===== config.mk =====
export PLATFORM = sky130hd
export DESIGN_NAME = axis_square_pipe
export DESIGN_NICKNAME = d
export VERILOG_FILES = /design/src/rtl/axis_square_pkg.sv /design/src/rtl/axis_square_pipe_core.sv /design/src/rtl/axis_square_pipe.sv
export SDC_FILE = /design/constraint.sdc
export NUM_CORES = 1
export LEC_CHECK = 0
export BUFFER_PORTS_ARGS = -buffer_cell sky130_fd_sc_hd__buf_2
export CORE_UTILIZATION = 65
export CTS_BUF_LIST = sky130_fd_sc_hd__clkbuf_4
export DETAILED_ROUTE_END_ITERATION = 10
export PLACE_DENSITY = 0.9
export REMOVE_ABC_BUFFERS = 1
export SLEW_MARGIN = 20
export SYNTH_ARGS = -nofsm -noshare
export SYNTH_HDL_FRONTEND = slang
export SYNTH_SLANG_ARGS = --single-unit

===== constraint.sdc =====
create_clock -name clk -period 7.45 [get_ports clk]
set_input_delay 0 -clock clk [delete_from_list [all_inputs] [get_ports clk]]
set_output_delay 0 -clock clk [all_outputs]
set_load 0.03 [all_outputs]

===== src/rtl/axis_square_pkg.sv =====
// axis_square_pkg: shared constants and helpers for the axis_square_pipe squarer.
//   prod_w()   - width of the full signed square for a given sample width
//   PIPE_MIN/PIPE_MAX - legal range of accept-to-output latency
//   fit()      - fits the shifted square to the output width; truncates by
//                default, saturates to all ones when AXIS_SQUARE_SAT_EN is defined
package axis_square_pkg;

   localparam int unsigned PIPE_MIN = 2;
   localparam int unsigned PIPE_MAX = 4;

   // Widest shifted square the fitter ever sees (DATA_W tops out at 32).
   localparam int unsigned FIT_W = 64;

   function automatic int unsigned prod_w(input int unsigned data_w);
      return 2 * data_w;
   endfunction

   // Result is valid in its low out_w bits; higher bits are zero.
   function automatic logic [FIT_W-1:0] fit(input logic [FIT_W-1:0] q,
                                            input int unsigned     out_w);
      logic [FIT_W-1:0] ones;
      logic [FIT_W-1:0] mask;
      ones = '1;
      // A shift of FIT_W or more yields zero, so out_w == FIT_W gives a full mask.
      mask = ~(ones << out_w);
`ifdef AXIS_SQUARE_SAT_EN
      if ((q & ~mask) != '0) begin
         return mask;
      end
      return q & mask;
`else
      return q & mask;
`endif
   endfunction

endpackage


===== src/rtl/axis_square_pipe_core.sv =====
// square_core: ce-gated squaring pipeline.
//   Stage 1 registers the input sample, valid and last; stages 2..PIPE_STAGES
//   register the full-width square. All stages advance together when ce=1 and
//   hold everything when ce=0.
// Ports:
//   clk, rst            - clock, synchronous active-high reset
//   ce                  - pipeline advance enable
//   in_valid/data/last  - sample entering stage 1
//   out_valid/data/last - unsigned square leaving the last stage
module square_core
   import axis_square_pkg::*;
#(
   parameter int unsigned DATA_W      = 16,
   parameter int unsigned PIPE_STAGES = 2
) (
   input  logic                          clk,
   input  logic                          rst,
   input  logic                          ce,
   input  logic                          in_valid,
   input  logic signed [DATA_W-1:0]      in_data,
   input  logic                          in_last,
   output logic                          out_valid,
   output logic [prod_w(DATA_W)-1:0]     out_data,
   output logic                          out_last
);

   localparam int unsigned PROD_W = prod_w(DATA_W);
   localparam int unsigned NPROD  = PIPE_STAGES - 1;

   logic                     in_v_q;
   logic                     in_l_q;
   logic signed [DATA_W-1:0] in_d_q;

   logic [NPROD-1:0]  v_sr;
   logic [NPROD-1:0]  l_sr;
   logic [PROD_W-1:0] p_sr [NPROD];

   logic signed [PROD_W-1:0] x_ext;
   logic [PROD_W-1:0]        sq;

   // Sign-extend before multiplying so the product is formed at full width.
   always_comb begin
      x_ext = PROD_W'(in_d_q);
      sq    = x_ext * x_ext;
   end

   always_ff @(posedge clk) begin
      if (rst) begin
         in_v_q <= 1'b0;
         in_l_q <= 1'b0;
         in_d_q <= '0;
         v_sr   <= '0;
         l_sr   <= '0;
         for (int unsigned i = 0; i < NPROD; i++) begin
            p_sr[i] <= '0;
         end
      end else if (ce) begin
         in_v_q  <= in_valid;
         in_l_q  <= in_last;
         in_d_q  <= in_data;
         v_sr[0] <= in_v_q;
         l_sr[0] <= in_l_q;
         p_sr[0] <= sq;
         for (int unsigned i = 1; i < NPROD; i++) begin
            v_sr[i] <= v_sr[i-1];
            l_sr[i] <= l_sr[i-1];
            p_sr[i] <= p_sr[i-1];
         end
      end
   end

   assign out_valid = v_sr[NPROD-1];
   assign out_last  = l_sr[NPROD-1];
   assign out_data  = p_sr[NPROD-1];

endmodule


===== src/rtl/axis_square_pipe.sv =====
// axis_square_pipe: fully pipelined AXI4-Stream squarer (Pan-Tompkins chain,
// between derivative filter and moving-window integrator).
//   Emits ((x*x) >> SHIFT) fitted to OUT_W bits, one sample per cycle, with
//   tlast carried alongside. Accept-to-output latency is PIPE_STAGES cycles.
//   Define AXIS_SQUARE_SAT_EN to saturate instead of truncate on overflow.
// Ports:
//   clk, rst                          - clock, synchronous active-high reset
//   s_axis_tvalid/tready/tdata/tlast  - signed sample input
//   m_axis_tvalid/tready/tdata/tlast  - unsigned shifted square output
module axis_square_pipe
   import axis_square_pkg::*;
#(
   parameter int unsigned DATA_W      = 16,
   parameter int unsigned OUT_W       = 32,
   parameter int unsigned SHIFT       = 0,
   parameter int unsigned PIPE_STAGES = 2
) (
   input  logic                     clk,
   input  logic                     rst,
   input  logic                     s_axis_tvalid,
   output logic                     s_axis_tready,
   input  logic signed [DATA_W-1:0] s_axis_tdata,
   input  logic                     s_axis_tlast,
   output logic                     m_axis_tvalid,
   input  logic                     m_axis_tready,
   output logic [OUT_W-1:0]         m_axis_tdata,
   output logic                     m_axis_tlast
);

   localparam int unsigned PROD_W = prod_w(DATA_W);

   if (DATA_W < 4 || DATA_W > 32) begin : g_bad_data_w
      $error("axis_square_pipe: DATA_W must be 4..32");
   end
   if (OUT_W < 1 || OUT_W > PROD_W) begin : g_bad_out_w
      $error("axis_square_pipe: OUT_W must be 1..2*DATA_W");
   end
   if (SHIFT >= PROD_W) begin : g_bad_shift
      $error("axis_square_pipe: SHIFT must be below 2*DATA_W");
   end
   if (PIPE_STAGES < PIPE_MIN || PIPE_STAGES > PIPE_MAX) begin : g_bad_pipe
      $error("axis_square_pipe: PIPE_STAGES must be 2..4");
   end

   logic              ce;
   logic              core_valid;
   logic              core_last;
   logic [PROD_W-1:0] core_data;

   // The whole pipe moves whenever the output slot is empty or being taken.
   assign ce            = m_axis_tready | ~core_valid;
   assign s_axis_tready = ce & ~rst;

   square_core #(
      .DATA_W      (DATA_W),
      .PIPE_STAGES (PIPE_STAGES)
   ) u_core (
      .clk       (clk),
      .rst       (rst),
      .ce        (ce),
      .in_valid  (s_axis_tvalid),
      .in_data   (s_axis_tdata),
      .in_last   (s_axis_tlast),
      .out_valid (core_valid),
      .out_data  (core_data),
      .out_last  (core_last)
   );

   // Outputs are forced quiet during reset, before the registers have cleared.
   assign m_axis_tvalid = core_valid & ~rst;
   assign m_axis_tlast  = core_last & ~rst;
   assign m_axis_tdata  = rst ? '0 : OUT_W'(fit(FIT_W'(core_data >> SHIFT), OUT_W));

endmodule

==> metrics.txt <==
CP endpoint kind=register; chip height=131 µm; vias in the first global route=9391; pre-CTS setup slack=0.288 ns; Clk Latency, worst-skew pair=0.46 ns; largest net degree at the start of global routing=40; largest cells by area after synthesis=fa_1 43%, inv_1 11%, ha_1 10%, edfxtp_1 8.5%, dfxtp_1 3.7%; synth-to-layout area growth=6.79%; filler instances=1124; DRT iter0 DRCs=703; remaining antenna violation count=0; Worst slew margin=26.1%; CTS H-tree depth=2; Req. time, crit path=7.66 ns; CTS tree=yes; total die area=17300 µm²; fin crit share=95.9%; reg-to-reg startpoint=u_core.in_d_q[3]$_SDFFE_PP0P_; Synth cell types=47; Setup crit start kind=register; final setup skew=0.0407 ns; Final Max Slew Viols=0; clk slew on worst S/H paths=0.22 ns; hold path startpoint=rst; clock tree sinks=51; Initial Utilization=67.6%; GRT Util Overall=33.0%; FF/Latch Area=1330 µm²; Post-synth top cells=327 x inv_1, 233 x fa_1, 90 x nand2_1; Pwr Density=211 nW/µm²; Multi-input gate area=8190 µm²; port buffer count=54; Setup CP Type=reg -> reg; layout cell share with drive strength beyond 1=6.88%; initial antenna violation count=0; Yosys warnings=0; total number of vias=8187; Root Driver=clkbuf_4; FMAX=140 MHz; HPWL after detailed placement=21500 µm; CORE AREA=16100 µm²; # nets final=1549; Yosys top cell area share=42.8%; Mapped Area=10900 µm²; Final GP Congestion=0.966; R2R depth=17; Critical Path AT=7.36 ns; sequential area share after synthesis=12.2%; final hold viol count=0; fraction of registers with async set/reset=0%; antenna fix cells=0; # rows=46; first-pass GRT wire length=44000 µm; cts bufs inserted=5; mean post-synth cell area=9.47 µm²; Hold EP=u_core.out_valid$_SDFFE_PP0P_; clock tree buffer depth=2; TNS Setup=0 ns; Post-Synthesis Cells=1151; worst vdd ir=0.196 mV; Post-synth EDFFs=31; minimum clock period after layout=7.15 ns; status=complete, no violations; drt pass-1 iters=5; maxcap violations=0; min-delay worst type=in -> reg; # setup viols final=0; Die X-Extent=131 µm; final worst slack=0.305 ns; DR WL/cell=18.4 µm; Yosys top cell by area=fa_1; post-CTS setup repair buffer count=0; unrepaired setup endpoints after global routing=false; hold depth=2; #FFs+latches synth=51; r2r endpoint=u_core.p_sr[0][30]$_SDFFCE_PN0P_; worst reg2reg setup slack=0.30 ns; CP max FO=15; DRC viols=0; ys flop type=edfxtp_1; slew of the pin with the lowest slew margin=1.10 ns; Tot Pwr=2.45 mW; vias per cell=5.75; most frequent cell after synthesis=inv_1; I/O pins=56; Pleak=6.27 nW; routed wire length=26200 µm; Overflow after GRT=0
## kinds of logic (layout without fill, tap and decap cells)
logic type               after synthesis  after routing  synth area share [%]
XOR/XNOR                              39             39                  3.13
other                                  1              1                0.0344
AND/OR/NAND/NOR                      262            262                  11.7
multiplexers                           1              1                0.0919
buffers and inverters                366            422                  12.7
AO/OA/AOI/OAI                        109            109                  7.11
flip-flops                            51             51                  12.2
adder cells (fa/ha/maj)              322            322                  53.0
## cell usage in the layout (no fill, tap or decap), types with 2 or more instances in the layout
master and instances:
a2111oi_0 2, a211oi_1 6, a21boi_1 2, a21o_1 18
a21oi_1 18, a22o_1 11, a31o_2 4, a31oi_1 4
and2_1 50, and3_1 3, buf_2 54, buf_4 13
clkbuf_4 5, clkinv_1 2, dfxtp_1 20, dlygate4sd3_1 18
edfxtp_1 31, fa_1 233, ha_1 89, inv_1 327
inv_6 2, nand2_1 90, nand2b_1 7, nand3_1 6
nor2_1 52, nor2b_1 35, nor3_1 7, nor3b_1 5
o211ai_1 6, o21a_1 10, o21ai_0 14, o21ai_1 4
o21bai_1 3, or2_1 2, or3_1 2, xnor2_1 30
xor2_1 9
## power by group
| part | internal [mW] | switching [mW] | total, mW | leakage [nW] |
|---|---|---|---|---|
| sequential | 0.392 | 0.0338 | 0.426 | 0.526 |
| clock | 0.0401 | 0.123 | 0.164 | 0.0362 |
| combinational | 0.769 | 1.09 | 1.86 | 5.71 |
| total | 1.20 | 1.25 | 2.45 | 6.27 |
## state kept, by name (all words and copies together) (netlist names)
signal and flops:
u_core.out_last 1, u_core.p_sr 31, u_core.out_valid 1, u_core.in_v_q 1, u_core.in_l_q 1, u_core.in_d_q 16
## metrics by stage
stage	instances	hold slack, ns	util (%)	cell area [µm²]
after floorplan	1114	0.100	-	10800
after global placement	1397	0.208	70.7	11400
after detailed placement	1397	0.225	70.7	11400
after CTS	1423	0.121	72.2	11600
after global routing	1423	0.158	72.2	11600
final	1423	0.136	72.2	11600
## routing by layer
layer	up-vias	global-route usage, %	share of wire [%]
li1	3522	-	-
met1	4111	36.6	34
met2	403	59.7	53
met3	151	3.90	5.8
met4	0	21.8	7.0
met5	-	0	0
## how the worst max path moves through the flow
| stage | start | slack (ns) | to | cells after the start |
|---|---|---|---|---|
| global route | u_core.in_d_q[3]$_SDFFE_PP0P_ | 0.02 | u_core.p_sr[0][30]$_SDFFCE_PN0P_ | 17 |
| global placement | u_core.in_d_q[3]$_SDFFE_PP0P_ | 0.51 | u_core.p_sr[0][30]$_SDFFCE_PN0P_ | 17 |
| floorplan | u_core.in_d_q[15]$_SDFFE_PP0P_ | 1.12 | u_core.p_sr[0][30]$_SDFFCE_PN0P_ | 19 |
| detailed placement | u_core.in_d_q[3]$_SDFFE_PP0P_ | 0.29 | u_core.p_sr[0][30]$_SDFFCE_PN0P_ | 17 |
| CTS | u_core.in_d_q[3]$_SDFFE_PP0P_ | 0.23 | u_core.p_sr[0][30]$_SDFFCE_PN0P_ | 17 |
| finish | u_core.in_d_q[3]$_SDFFE_PP0P_ | 0.30 | u_core.p_sr[0][30]$_SDFFCE_PN0P_ | 17 |
## critical path, cell delays in order, from the launching register on
cell	delay, ns
dfxtp_1	0.80
inv_1	0.33
nor2_1	0.29
fa_1	0.61
fa_1	0.92
inv_1	0.13
fa_1	0.50
fa_1	0.57
fa_1	0.43
fa_1	0.49
inv_1	0.04
ha_1	0.38
and2_1	0.18
nand3_1	0.11
a2111oi_1	0.63
o21a_1	0.25
or3_1	0.14
o311ai_1	0.09
## area by class of cell
type,count,share of cell area (%)
clock buffers,5,0.323
clock inverters,3,0.226
inverters,329,10.6
multi-input cells,734,70.4
flip-flops and latches,51,11.4
well taps,216,2.32
repair buffers,85,4.71
## what timing repair did
action,CTS,global route
endpoints found under the setup margin,0,3
hold buffers,18,0
gates resized for setup,0,1
hold endpoints to repair,18,0
No activity file was read; power rests on OpenSTA's default activity.
